===== src/rtl/uart_dbg_frame_decoder.sv =====
// uart_dbg_frame_decoder: parses host byte frames into DMI requests and frames DMI responses back to the host
module uart_dbg_frame_decoder #(
  parameter int ABITS = 7,
  parameter int TIMEOUT_CYCLES = 1000000
) (
  input  logic             CLK_I,
  input  logic             RST_NI,
  output logic             RE_O,
  input  logic [7:0]       DREC_I,
  input  logic             RX_EMPTY_I,
  output logic             WE_O,
  output logic [7:0]       DSEND_O,
  input  logic             TX_READY_I,
  output logic             DMI_REQ_VALID_O,
  input  logic             DMI_REQ_READY_I,
  output logic [ABITS-1:0] DMI_REQ_ADDR_O,
  output logic [1:0]       DMI_REQ_OP_O,
  output logic [31:0]      DMI_REQ_DATA_O,
  input  logic             DMI_RESP_VALID_I,
  output logic             DMI_RESP_READY_O,
  input  logic [31:0]      DMI_RESP_DATA_I,
  input  logic [1:0]       DMI_RESP_RESP_I,
  output logic             BUSY_O,
  output logic             ERR_O
);
  localparam int CW = TIMEOUT_CYCLES > 1 ? $clog2(TIMEOUT_CYCLES) : 1;
  typedef enum logic [2:0] {IDLE, RX_ADDR, RX_DATA, REQ, WAIT_RESP, TX_STATUS, TX_DATA, TX_BAD} state_t;
  state_t state;
  logic [1:0] cmd, idx, resp;
  logic [31:0] wdata, rdata;
  logic [ABITS-1:0] addr;
  logic [CW-1:0] cnt;
  logic err, timeout;
  assign RE_O = RST_NI && (state inside {IDLE, RX_ADDR, RX_DATA}) && !RX_EMPTY_I;
  assign WE_O = (state inside {TX_STATUS, TX_DATA, TX_BAD}) && TX_READY_I;
  assign timeout = cnt == CW'(TIMEOUT_CYCLES - 1);
  assign DMI_REQ_VALID_O = state == REQ;
  assign DMI_RESP_READY_O = state == WAIT_RESP;
  assign DMI_REQ_ADDR_O = addr;
  assign DMI_REQ_OP_O = cmd;
  assign DMI_REQ_DATA_O = wdata;
  assign BUSY_O = state != IDLE;
  assign ERR_O = err;
  always_comb begin
    DSEND_O = !WE_O ? 8'h00 :
              state == TX_STATUS ? {6'b0, resp} :
              state == TX_BAD ? 8'hEE :
              idx == 2'd0 ? rdata[7:0] :
              idx == 2'd1 ? rdata[15:8] :
              idx == 2'd2 ? rdata[23:16] : rdata[31:24];
  end
  always_ff @(posedge CLK_I or negedge RST_NI) begin
    if (!RST_NI) begin
      state <= IDLE;
      cmd <= '0;
      idx <= '0;
      resp <= '0;
      wdata <= '0;
      rdata <= '0;
      addr <= '0;
      cnt <= '0;
      err <= 1'b0;
    end else begin
      err <= 1'b0;
      case (state)
        IDLE: if (RE_O) begin
          if (DREC_I == 8'h01 || DREC_I == 8'h02) begin
            cmd <= DREC_I[1:0];
            wdata <= '0;
            cnt <= '0;
            state <= RX_ADDR;
          end else begin
            err <= 1'b1;
            state <= TX_BAD;
          end
        end
        RX_ADDR: if (RE_O) begin
          addr <= ABITS'(DREC_I);
          cnt <= '0;
          idx <= '0;
          state <= cmd == 2'b10 ? RX_DATA : REQ;
        end else if (timeout) begin
          err <= 1'b1;
          state <= IDLE;
        end else cnt <= cnt + 1'b1;
        // data bytes arrive LSB first, so shifting in from the top lands byte k at [8k+7:8k]
        RX_DATA: if (RE_O) begin
          wdata <= {DREC_I, wdata[31:8]};
          idx <= idx + 1'b1;
          cnt <= '0;
          if (idx == 2'd3) state <= REQ;
        end else if (timeout) begin
          err <= 1'b1;
          state <= IDLE;
        end else cnt <= cnt + 1'b1;
        REQ: if (DMI_REQ_READY_I) state <= WAIT_RESP;
        WAIT_RESP: if (DMI_RESP_VALID_I) begin
          rdata <= DMI_RESP_DATA_I;
          resp <= DMI_RESP_RESP_I;
          state <= TX_STATUS;
        end
        TX_STATUS: if (TX_READY_I) begin
          idx <= '0;
          state <= cmd == 2'b01 ? TX_DATA : IDLE;
        end
        TX_DATA: if (TX_READY_I) begin
          idx <= idx + 1'b1;
          if (idx == 2'd3) state <= IDLE;
        end
        TX_BAD: if (TX_READY_I) state <= IDLE;
      endcase
    end
  end
endmodule


===== config.mk =====
export PLATFORM = sky130hd
export DESIGN_NAME = uart_dbg_frame_decoder
export DESIGN_NICKNAME = d
export VERILOG_FILES = /design/src/rtl/uart_dbg_frame_decoder.sv
export SDC_FILE = /design/constraint.sdc
export NUM_CORES = 1
export LEC_CHECK = 0
export ABC_AREA = 0
export CAP_MARGIN = 15
export CORE_MARGIN = 10
export CORE_UTILIZATION = 47
export DETAILED_ROUTE_END_ITERATION = 6
export PLACE_DENSITY = 0.76
export SYNTH_ARGS = -nofsm -noshare
export SYNTH_HDL_FRONTEND = slang
export SYNTH_SLANG_ARGS = --single-unit

===== constraint.sdc =====
create_clock -name CLK_I -period 2.25 [get_ports CLK_I]
set_input_delay 0.45 -clock CLK_I [delete_from_list [all_inputs] [get_ports CLK_I]]
set_output_delay 0.45 -clock CLK_I [all_outputs]
set_load 0.05 [all_outputs]

==> run_results.csv, run 1 <==
group,metric,value,unit
outcome,status,"finished, violations left",
outcome,violations,"setup timing",
sta,layout_setup_ws,-0.164,ns
cells_and_area,final_area,6830,um2
yosys,synthDistinctLibCells,51,
cells_and_area,antenna_cells,0,
cells_and_area,final_nets,675,
global_routing,antenna_found_initial,0,
power_and_ir_drop,p_total,0.00810,W
yosys,synthTopCellsByArea,"dfrtp_1, mux2_2, nand2_1",
detailed_routing,vias,4164,
global_routing,gr-usage-all-layers,17.4,%
sta,setup_viol,8,
placement,placed_cell_area,6470,um2
power_and_ir_drop,internal-power,0.00463,W
detailed_routing,antenna_left,0,
power_and_ir_drop,power_frac_comb,51.2,%
setup_path,max_stage_delay,0.40,ns
sta,rsz0062_at_grt,"yes",
cells_and_area,drive_above_1_share,23.9,%
setup_path,crit_type,"flop to primary output",
yosys,post-synth-top-area-cell,"dfrtp_1",
global_routing,grt_pass1_vias,4101,
sta,final_hold_viol_count,0,
detailed_routing,wire_per_inst,17.1,um
cells_and_area,fin_cells,763,
placement,place.gp.congestion,0.887,
sta,fin_crit,2.41,ns
cts,cts_tree,"yes",
cts,numCtsBuffers,9,
cts,clock_latency,0.38,ns
hold_path,hold_class,"input port to async pin",
global_routing,grt_max_degree,68,
placement,dpl.hpwl,9.71,mm
detailed_routing,drtIter0Drc,291,
sta,finClkSkew,0.00983,ns
setup_path,crit_fanout,3,
setup_path,worstPathRequired,1.80,ns
setup_path,cp_top_family,"multiplexers",
sta,slew_headroom,44.6,%
power_and_ir_drop,p_clk_share,13.7,%
yosys,synthesis.nets,548,
floorplan,die_w,123,um
floorplan,num_rows,37,
power_and_ir_drop,power.switching,0.00347,W
floorplan,core,10300,um2
setup_path,crit_chain,"inv_2 -> ha_4 -> mux2i_1 -> o21ai_1 -> mux2_4 -> a21oi_4 -> nor3_4 -> buf_6",
yosys,syn_inst,495,
yosys,synth_top_area_share,50.8,%
yosys,syn_area,4980,um2
cts,clockRootBuffer,"clkbuf_8",
global_routing,grt_overflow,0,
cts,htreeDepth,3,
power_and_ir_drop,powerDensity,1190,nW/um2
detailed_routing,via_per_inst,5.46,
yosys,synthFlopType,"dfrtp_1",
setup_path,arrival,1.96,ns
sta,drv_slew,0,
sta,clock.fmax,414,MHz
cells_and_area,final_cell_mix,"dfrtp_1, nand2_1, clkdlybuf4s50_1",
cts,clock_path_buffers,2,
detailed_routing,drc_errors,0,
setup_path,rrSetupSlack,0.16,ns
cells_and_area,mostFrequentLayoutCell,"dfrtp_1",
yosys,seq_area_frac_synth,50.8,%
run,maxCapViolCount,0,
sta,worst_pin_slew,0.832,ns
detailed_routing,drtPass1Iterations,4,
setup_path,critPathSlowestCell,"dfrtp_1",
yosys,postSynthAreaPerCell,10.1,um2
power_and_ir_drop,ir_drop,0.622,mV
sta,finalSetupTns,-1.19,ns
placement,dp_cells,741,
setup_path,startpoint_type,"flop",
yosys,synth-seq-cells,101,
floorplan,start_util,48.2,%
cts,cts.clk_slew.worst_paths,0.10,ns
power_and_ir_drop,p_sw_share,42.8,%
setup_path,crit_buf_inv,2,
yosys,yosys_warnings,0,
floorplan,io_pins,103,
setup_path,end_kind,"primary output",
floorplan,die-area,15100,um2
cells_and_area,area_delta_synth_final,37.2,%
detailed_routing,routed_wl,13.0,mm
yosys,synthArstFlopShare,100,%
yosys,synth_edf_count,0,
power_and_ir_drop,leakagePower,2.85,nW
cts,cts.sinks,101,
placement,io_buffers,102,
power_and_ir_drop,pwr-share-seq,35.1,%
floorplan,die_y,123,um
global_routing,grt_pass1_wl,21.1,mm
sta,post-route-period-util,107,%
[cells in the mapped netlist, drive strengths merged (11+ instances only)]
cell and instances:
a31oi 12, nor2 17, mux2i 17, buf 21, nand3 14, dfrtp 101
a21oi 18, o21ai 64, mux2 44, nand4 11, nand2 90
[what timing repair did]
item / CTS / global route
pin swaps: 6 / 1
hold buffers: 0 / 0
setup buffers: 3 / 3
resized for setup: 32 / 3
endpoints found under the setup margin: 10 / 9
[cells by family (layout without fill, tap and decap cells)]
| logic type | Yosys count | count (layout) | synth area share, % |
|---|---|---|---|
| AND/OR/NAND/NOR | 171 | 171 | 16.7 |
| AO/OA/AOI/OAI | 114 | 114 | 13.2 |
| flip-flops | 101 | 101 | 50.8 |
| multiplexers | 61 | 61 | 13.4 |
| buffers and inverters | 41 | 173 | 4.40 |
| adder cells (fa/ha/maj) | 5 | 5 | 1.26 |
| XOR/XNOR | 2 | 2 | 0.352 |
[state kept, by name, indices dropped and copies added, names as in the netlist]
name,count
state,3
cnt,20
idx,2
DMI_REQ_OP_O,2
rdata,32
DMI_REQ_ADDR_O,7
DMI_REQ_DATA_O,32
resp,2
ERR_O,1
[layer usage]
layer | GRT usage (%) | part of all wire (%) | up-vias
met5 | 0 | 0 | -
met4 | 6.26 | 1.2 | 0
met3 | 3.01 | 5.3 | 12
met2 | 29.4 | 51 | 100
met1 | 21.9 | 42 | 2027
li1 | - | - | 2025
[power by group through the flow]
stage	logic (W)	clock network [W]	registers, W
floorplan	0.00224	0	0.00313
CTS	0.00410	0.00113	0.00283
detailed placement	0.00386	0	0.00283
global route	0.00446	0.00121	0.00292
global placement	0.00377	0	0.00279
finish	0.00415	0.00111	0.00284
[path summary, 6_finish.rpt]
| check | end | depth (start not counted) | startpoint |
|---|---|---|---|
| setup / recovery | DSEND_O[0] | 8 | idx[0] |
| hold / removal | ERR_O | 2 | RST_NI |
| setup reg to reg | cnt[10] | 7 | state[1] |
| hold reg to reg | DMI_REQ_DATA_O[0] | 2 | DMI_REQ_DATA_O[0] |
| max in group asynchronous | rdata[25] | 2 | RST_NI |
| min in group CLK_I | DMI_REQ_DATA_O[0] | 2 | DMI_REQ_DATA_O[0] |
[through the flow]
stage	util, %	hold WS, ns	setup WS [ns]
CTS	65.8	0.0212	-0.172
global placement	62.7	0.436	-0.168
floorplan	-	0.154	-0.127
detailed placement	62.7	0.438	-0.228
finish	66.2	0.0269	-0.164
global route	66.2	0.0357	-0.256
[area by class of cell]
cell class	count	area (um2)
inverter	10	37.5
fill	774	3490
tap	136	170
clock buffer	10	128
multi-input combinational	353	2400
timing repair buffer	147	1510
sequential	101	2530
clock inverter	6	56.3
(Power assumes the default switching activity.)
==> run 2: changes to the inputs <==
--- a/config.mk
+++ b/config.mk
@@ -7,6 +7,7 @@
 export LEC_CHECK = 0
 export ABC_AREA = 0
 export CAP_MARGIN = 15
+export CORE_ASPECT_RATIO = 0.5
 export CORE_MARGIN = 10
 export CORE_UTILIZATION = 47
 export DETAILED_ROUTE_END_ITERATION = 6
==> constraint.sdc (replaced) <==
create_clock -name CLK_I -period 2.25 [get_ports CLK_I]
set_input_delay 0.5625 -clock CLK_I [delete_from_list [all_inputs] [get_ports CLK_I]]
set_output_delay 0.5625 -clock CLK_I [all_outputs]
set_load 0.05 [all_outputs]
==> run 2 against run 1 <==
The flow still finishes with violations (setup timing). Via count rose by 3.4%. First-iteration DRC count grew 9.3%. Cell count rose by 2.5%. Critical endpoint is now DSEND_O[4]. Largest power group unchanged.
==> run_results.csv, run 2 (synthesized netlist as in run 1, its figures left out) <==
group,metric,value,unit
cells_and_area,final_cell_mix,"dfrtp_1, nand2_1, clkdlybuf4s50_1",
sta,finClkSkew,0.0123,ns
floorplan,die_w,166,um
sta,post-route-period-util,116,%
power_and_ir_drop,p_sw_share,41.5,%
sta,final_hold_viol_count,0,
detailed_routing,vias,4305,
cells_and_area,mostFrequentLayoutCell,"dfrtp_1",
cts,numCtsBuffers,9,
detailed_routing,drc_errors,0,
floorplan,start_util,48.4,%
cells_and_area,fillers,737,
sta,slew_headroom,47.5,%
global_routing,grt_pass1_vias,4314,
cells_and_area,fin_cells,782,
setup_path,reg2reg_from,"cnt[10]",
power_and_ir_drop,internal-power,0.00525,W
placement,io_buffers,102,
placement,dp_cells,755,
power_and_ir_drop,power_frac_comb,51.9,%
setup_path,end_kind,"primary output",
sta,fin_crit,2.61,ns
floorplan,die-area,15400,um2
setup_path,worstPathRequired,1.69,ns
cts,cts_hold_buf,0,
cts,cts.clk_slew.worst_paths,0.08,ns
setup_path,startpoint_type,"flop",
setup_path,rrSetupSlack,0.24,ns
setup_path,worstReg2RegEnd,"cnt[2]",
setup_path,crit_type,"flop to primary output",
setup_path,reg2reg_depth,5,
global_routing,grt_overflow,0,
power_and_ir_drop,powerDensity,1250,nW/um2
power_and_ir_drop,pwr-share-seq,31.5,%
floorplan,die_y,92.8,um
global_routing,antenna_found_initial,0,
global_routing,gr-usage-all-layers,17.7,%
cells_and_area,final_util,69.6,%
cells_and_area,area_delta_synth_final,43.7,%
hold_path,hold_class,"input port to async pin",
power_and_ir_drop,ir_drop,0.531,mV
placement,place.gp.congestion,0.888,
detailed_routing,drtIter0Drc,318,
cts,clock_path_buffers,2,
cts,clockRootBuffer,"clkbuf_16",
cells_and_area,final_nets,690,
setup_path,crit_fanout,5,
sta,worst_pin_slew,0.788,ns
floorplan,num_rows,26,
cts,htreeDepth,3,
cts,cts_tree,"yes",
floorplan,core,10300,um2
cts,cts.sinks,101,
detailed_routing,via_per_inst,5.51,
cts,clock_latency,0.35,ns
global_routing,grt_pass1_wl,22.0,mm
outcome,status,"finished, violations left",
cells_and_area,antenna_cells,0,
power_and_ir_drop,leakagePower,3.01,nW
power_and_ir_drop,p_clk_share,16.6,%
cells_and_area,drive_above_1_share,26.8,%
detailed_routing,antenna_left,0,
sta,clock.fmax,384,MHz
placement,dpl.hpwl,9.49,mm
detailed_routing,routed_wl,13.9,mm
sta,rsz0062_at_grt,"yes",
detailed_routing,wire_per_inst,17.8,um
setup_path,arrival,2.04,ns
sta,layout_setup_ws,-0.357,ns
cells_and_area,multi_input_area,2460,um2
floorplan,io_pins,103,
power_and_ir_drop,power.switching,0.00372,W
global_routing,grt_max_degree,63,
detailed_routing,drtPass1Iterations,5,
sta,drv_slew,0,
outcome,violations,"setup timing",
sta,setup_viol,8,
cells_and_area,seqCellArea,2530,um2
run,maxCapViolCount,0,
-- run 2: how the worst max path moves through the flow --
stage              start    endpoint  slack, ns
4_1_cts           idx[0]  DSEND_O[1]      -0.33
3_5_place_dp   DREC_I[6]     cnt[11]      -0.44
6_report          idx[1]  DSEND_O[4]      -0.36
5_1_grt           idx[0]  DSEND_O[3]      -0.43
3_3_place_gp   DREC_I[6]     cnt[17]      -0.37
2_1_floorplan     idx[0]  DSEND_O[1]      -0.02
-- run 2: what timing repair did --
item | 4_1_cts | 5_1_grt
gates cloned | 1 | 0
pin swaps | 18 | 12
setup endpoints to repair | 25 | 38
setup buffers | 5 | 7
gates resized for setup | 53 | 6
-- run 2: metal layers --
layer | GRT usage, % | vias up | part of all wire [%]
met2 | 32.2 | 105 | 53
li1 | - | 2059 | -
met1 | 20.9 | 2127 | 41
met4 | 4.80 | 0 | 0.91
met3 | 3.22 | 14 | 4.8
met5 | 0 | - | 0
-- run 2: stage by stage --
stage,setup TNS [ns],area (um2),hold slack (ns),worst slack [ns],power [W]
2_1_floorplan,-0.152,5060,0.267,-0.0198,0.00543
3_3_place_gp,-17.62,6610,0.464,-0.370,0.00683
3_5_place_dp,-20.20,6610,0.475,-0.437,0.00695
4_1_cts,-1.84,7080,0.321,-0.325,0.00881
5_1_grt,-3.06,7160,0.357,-0.427,0.00943
6_report,-2.57,7160,0.294,-0.357,0.00897
-- run 2: area by class of cell --
type / count / area share, %
multi-input cells: 354 / 34.4
inverters: 10 / 0.525
clock buffers: 9 / 3.15
clock inverters: 7 / 0.787
flip-flops and latches: 101 / 35.3
well taps: 140 / 2.45
repair buffers: 161 / 23.4
-- run 2: power groups by stage --
stage | combinational [W] | sequential (W) | clock [W]
floorplan | 0.00230 | 0.00313 | 0
global placement | 0.00406 | 0.00277 | 0
detailed placement | 0.00415 | 0.00280 | 0
CTS | 0.00449 | 0.00281 | 0.00152
global route | 0.00496 | 0.00289 | 0.00159
finish | 0.00465 | 0.00282 | 0.00149
-- run 2: worst max-delay path: stages (launching register included) --
cell and delay [ns]:
dfrtp_1 0.44, ha_4 0.22, buf_8 0.14, buf_12 0.12, mux2i_4 0.18, o21ai_2 0.17, mux2i_4 0.10, nor3_4 0.16
buf_12 0.16
==> run 3: changes to the inputs <==
--- a/config.mk
+++ b/config.mk
@@ -9,9 +9,9 @@
 export CAP_MARGIN = 15
 export CORE_ASPECT_RATIO = 0.5
 export CORE_MARGIN = 10
-export CORE_UTILIZATION = 47
+export CORE_UTILIZATION = 42
 export DETAILED_ROUTE_END_ITERATION = 6
-export PLACE_DENSITY = 0.76
+export PLACE_DENSITY = 0.69
 export SYNTH_ARGS = -nofsm -noshare
 export SYNTH_HDL_FRONTEND = slang
 export SYNTH_SLANG_ARGS = --single-unit
==> run 3 against run 2 <==
The flow still finishes with violations (setup timing). Via count is 3.1% lower. Cell count is 2.0% higher. Power is 2.5% lower. Core utilization is 6.4 points lower. Sequential cell count stayed put. Routed wire length is 4.5% lower. Clock power is 3% higher. First-iteration DRC count is 28% lower. Cell area is 0.40% lower. Sequential share of layout area is 0.16 points higher. Critical endpoint is now DSEND_O[1]. Largest power group unchanged.
==> run_results.csv, run 3 (synthesized netlist as in run 1, its figures left out) <==
group,metric,value,unit
cts,clock_latency,0.35,ns
detailed_routing,drtIter0Drc,230,
sta,clock.fmax,393,MHz
sta,drv_slew,0,
power_and_ir_drop,p_clk_share,17.5,%
setup_path,arrival,1.98,ns
detailed_routing,antenna_left,0,
cells_and_area,fillers,945,
cells_and_area,seqCellArea,2530,um2
cells_and_area,area_delta_synth_final,43.2,%
cells_and_area,mostFrequentLayoutCell,"dfrtp_1",
cts,cts.sinks,101,
sta,layout_setup_ws,-0.296,ns
power_and_ir_drop,powerDensity,1230,nW/um2
floorplan,io_pins,103,
global_routing,grt_max_degree,70,
global_routing,grt_pass1_wl,21.9,mm
floorplan,num_rows,27,
hold_path,hold_class,"input port to async pin",
setup_path,crit_buf_inv,2,
power_and_ir_drop,leakagePower,2.97,nW
placement,pre_cts_ws,-0.457,ns
detailed_routing,vias,4170,
setup_path,cp_top_family,"multiplexers",
cts,numCtsBuffers,9,
floorplan,start_util,44.1,%
global_routing,grt_overflow,0,
setup_path,worstPathRequired,1.69,ns
sta,setup_viol,8,
cells_and_area,multi_input_area,2420,um2
sta,fin_crit,2.55,ns
cells_and_area,final_nets,687,
cts,htreeDepth,3,
cts,cts.clk_slew.worst_paths,0.07,ns
sta,final_hold_viol_count,0,
detailed_routing,drc_errors,0,
setup_path,max_stage_delay,0.39,ns
setup_path,end_kind,"primary output",
cells_and_area,antenna_cells,0,
detailed_routing,wire_per_inst,16.6,um
cts,cts_tree,"yes",
cts,cts_hold_buf,0,
run,maxCapViolCount,0,
outcome,status,"finished, violations left",
power_and_ir_drop,power.switching,0.00360,W
power_and_ir_drop,p_sw_share,41.2,%
power_and_ir_drop,ir_drop,0.479,mV
detailed_routing,via_per_inst,5.23,
setup_path,critPathSlowestCell,"dfrtp_1",
setup_path,crit_fanout,3,
setup_path,crit_chain,"inv_2 -> ha_4 -> mux2_4 -> mux2i_1 -> nor2_1 -> a211oi_2 -> nor3_4 -> buf_6",
global_routing,gr-usage-all-layers,15.4,%
detailed_routing,drtPass1Iterations,4,
sta,post-route-period-util,113,%
sta,finalSetupTns,-2.02,ns
outcome,violations,"setup timing",
sta,worst_pin_slew,0.895,ns
cells_and_area,final_cell_mix,"dfrtp_1, nand2_1, clkdlybuf4s50_1",
power_and_ir_drop,internal-power,0.00514,W
setup_path,startpoint_type,"flop",
power_and_ir_drop,power_frac_comb,50.5,%
cells_and_area,drive_above_1_share,26.0,%
cts,clockRootBuffer,"clkbuf_16",
floorplan,core,11300,um2
placement,dpl.hpwl,9.43,mm
floorplan,die_y,97.0,um
global_routing,grt_pass1_vias,4208,
setup_path,crit_type,"flop to primary output",
sta,slew_headroom,40.4,%
sta,finClkSkew,0.00668,ns
floorplan,die_w,174,um
detailed_routing,routed_wl,13.3,mm
placement,place.gp.congestion,0.810,
floorplan,die-area,16900,um2
sta,rsz0062_at_grt,"yes",
global_routing,antenna_found_initial,0,
placement,io_buffers,102,
power_and_ir_drop,pwr-share-seq,32.0,%
cts,clock_path_buffers,2,
[run 3: cell count changes in the layout (fill, tap and decap cells not counted), sizes merged]
cell           change
clkdlybuf4s50      +4
clkinvlp           +1
inv                -1
buf                -3
dlygate4sd2        -3
dlymetal6s2s       -1
[run 3: per-stage QoR]
step | utilization [%] | hold WS, ns | area (um2) | power, W | cells
finish | 63.2 | 0.276 | 7130 | 0.00874 | 798
global placement | 58.9 | 0.463 | 6640 | 0.00685 | 777
CTS | 62.8 | 0.283 | 7080 | 0.00868 | 796
floorplan | - | 0.267 | 5060 | 0.00543 | 495
global route | 63.2 | 0.313 | 7130 | 0.00927 | 798
detailed placement | 58.9 | 0.470 | 6640 | 0.00693 | 777
[run 3: worst paths after layout]
kind	startpoint	endpoint	slack [ns]	cells past startpoint
worst min register to register	DMI_REQ_DATA_O[1]	DMI_REQ_DATA_O[1]	0.48	2
max in group asynchronous	RST_NI	state[2]	1.18	2
worst min-delay path	RST_NI	cnt[1]	0.28	2
min in group CLK_I	DMI_REQ_DATA_O[1]	DMI_REQ_DATA_O[1]	0.48	2
worst max register to register	state[1]	state[0]	0.24	6
worst max-delay path	idx[0]	DSEND_O[1]	-0.30	8
[run 3: routing by layer]
layer / wire length (um) / track usage [%]
met1: 6040 / 19.4
met2: 6660 / 26.4
met3: 463 / 3.72
met4: 103 / 3.24
met5: 0 / 0
[run 3: power by group through the flow]
stage,clock [W],sequential [W],combinational [W]
final,0.00153,0.00280,0.00442
after global routing,0.00165,0.00288,0.00475
after CTS,0.00156,0.00279,0.00433
after detailed placement,0,0.00281,0.00412
after global placement,0,0.00278,0.00407
after floorplan,0,0.00313,0.00230
[run 3: area by class of cell]
cell class,count,share of cell area [%]
inverters,10,0.562
multi-input cells,354,34.0
clock inverters,7,0.983
clock buffers,9,3.16
well taps,159,2.79
flip-flops and latches,101,35.5
repair buffers,158,23.1
[run 3: timing repair]
| action | CTS | global route |
|---|---|---|
| setup endpoints to repair | 46 | 62 |
| pin swaps | 12 | 6 |
| resized for setup | 33 | 8 |
| buffers inserted | 2 | 1 |
| cloned | 1 | 1 |
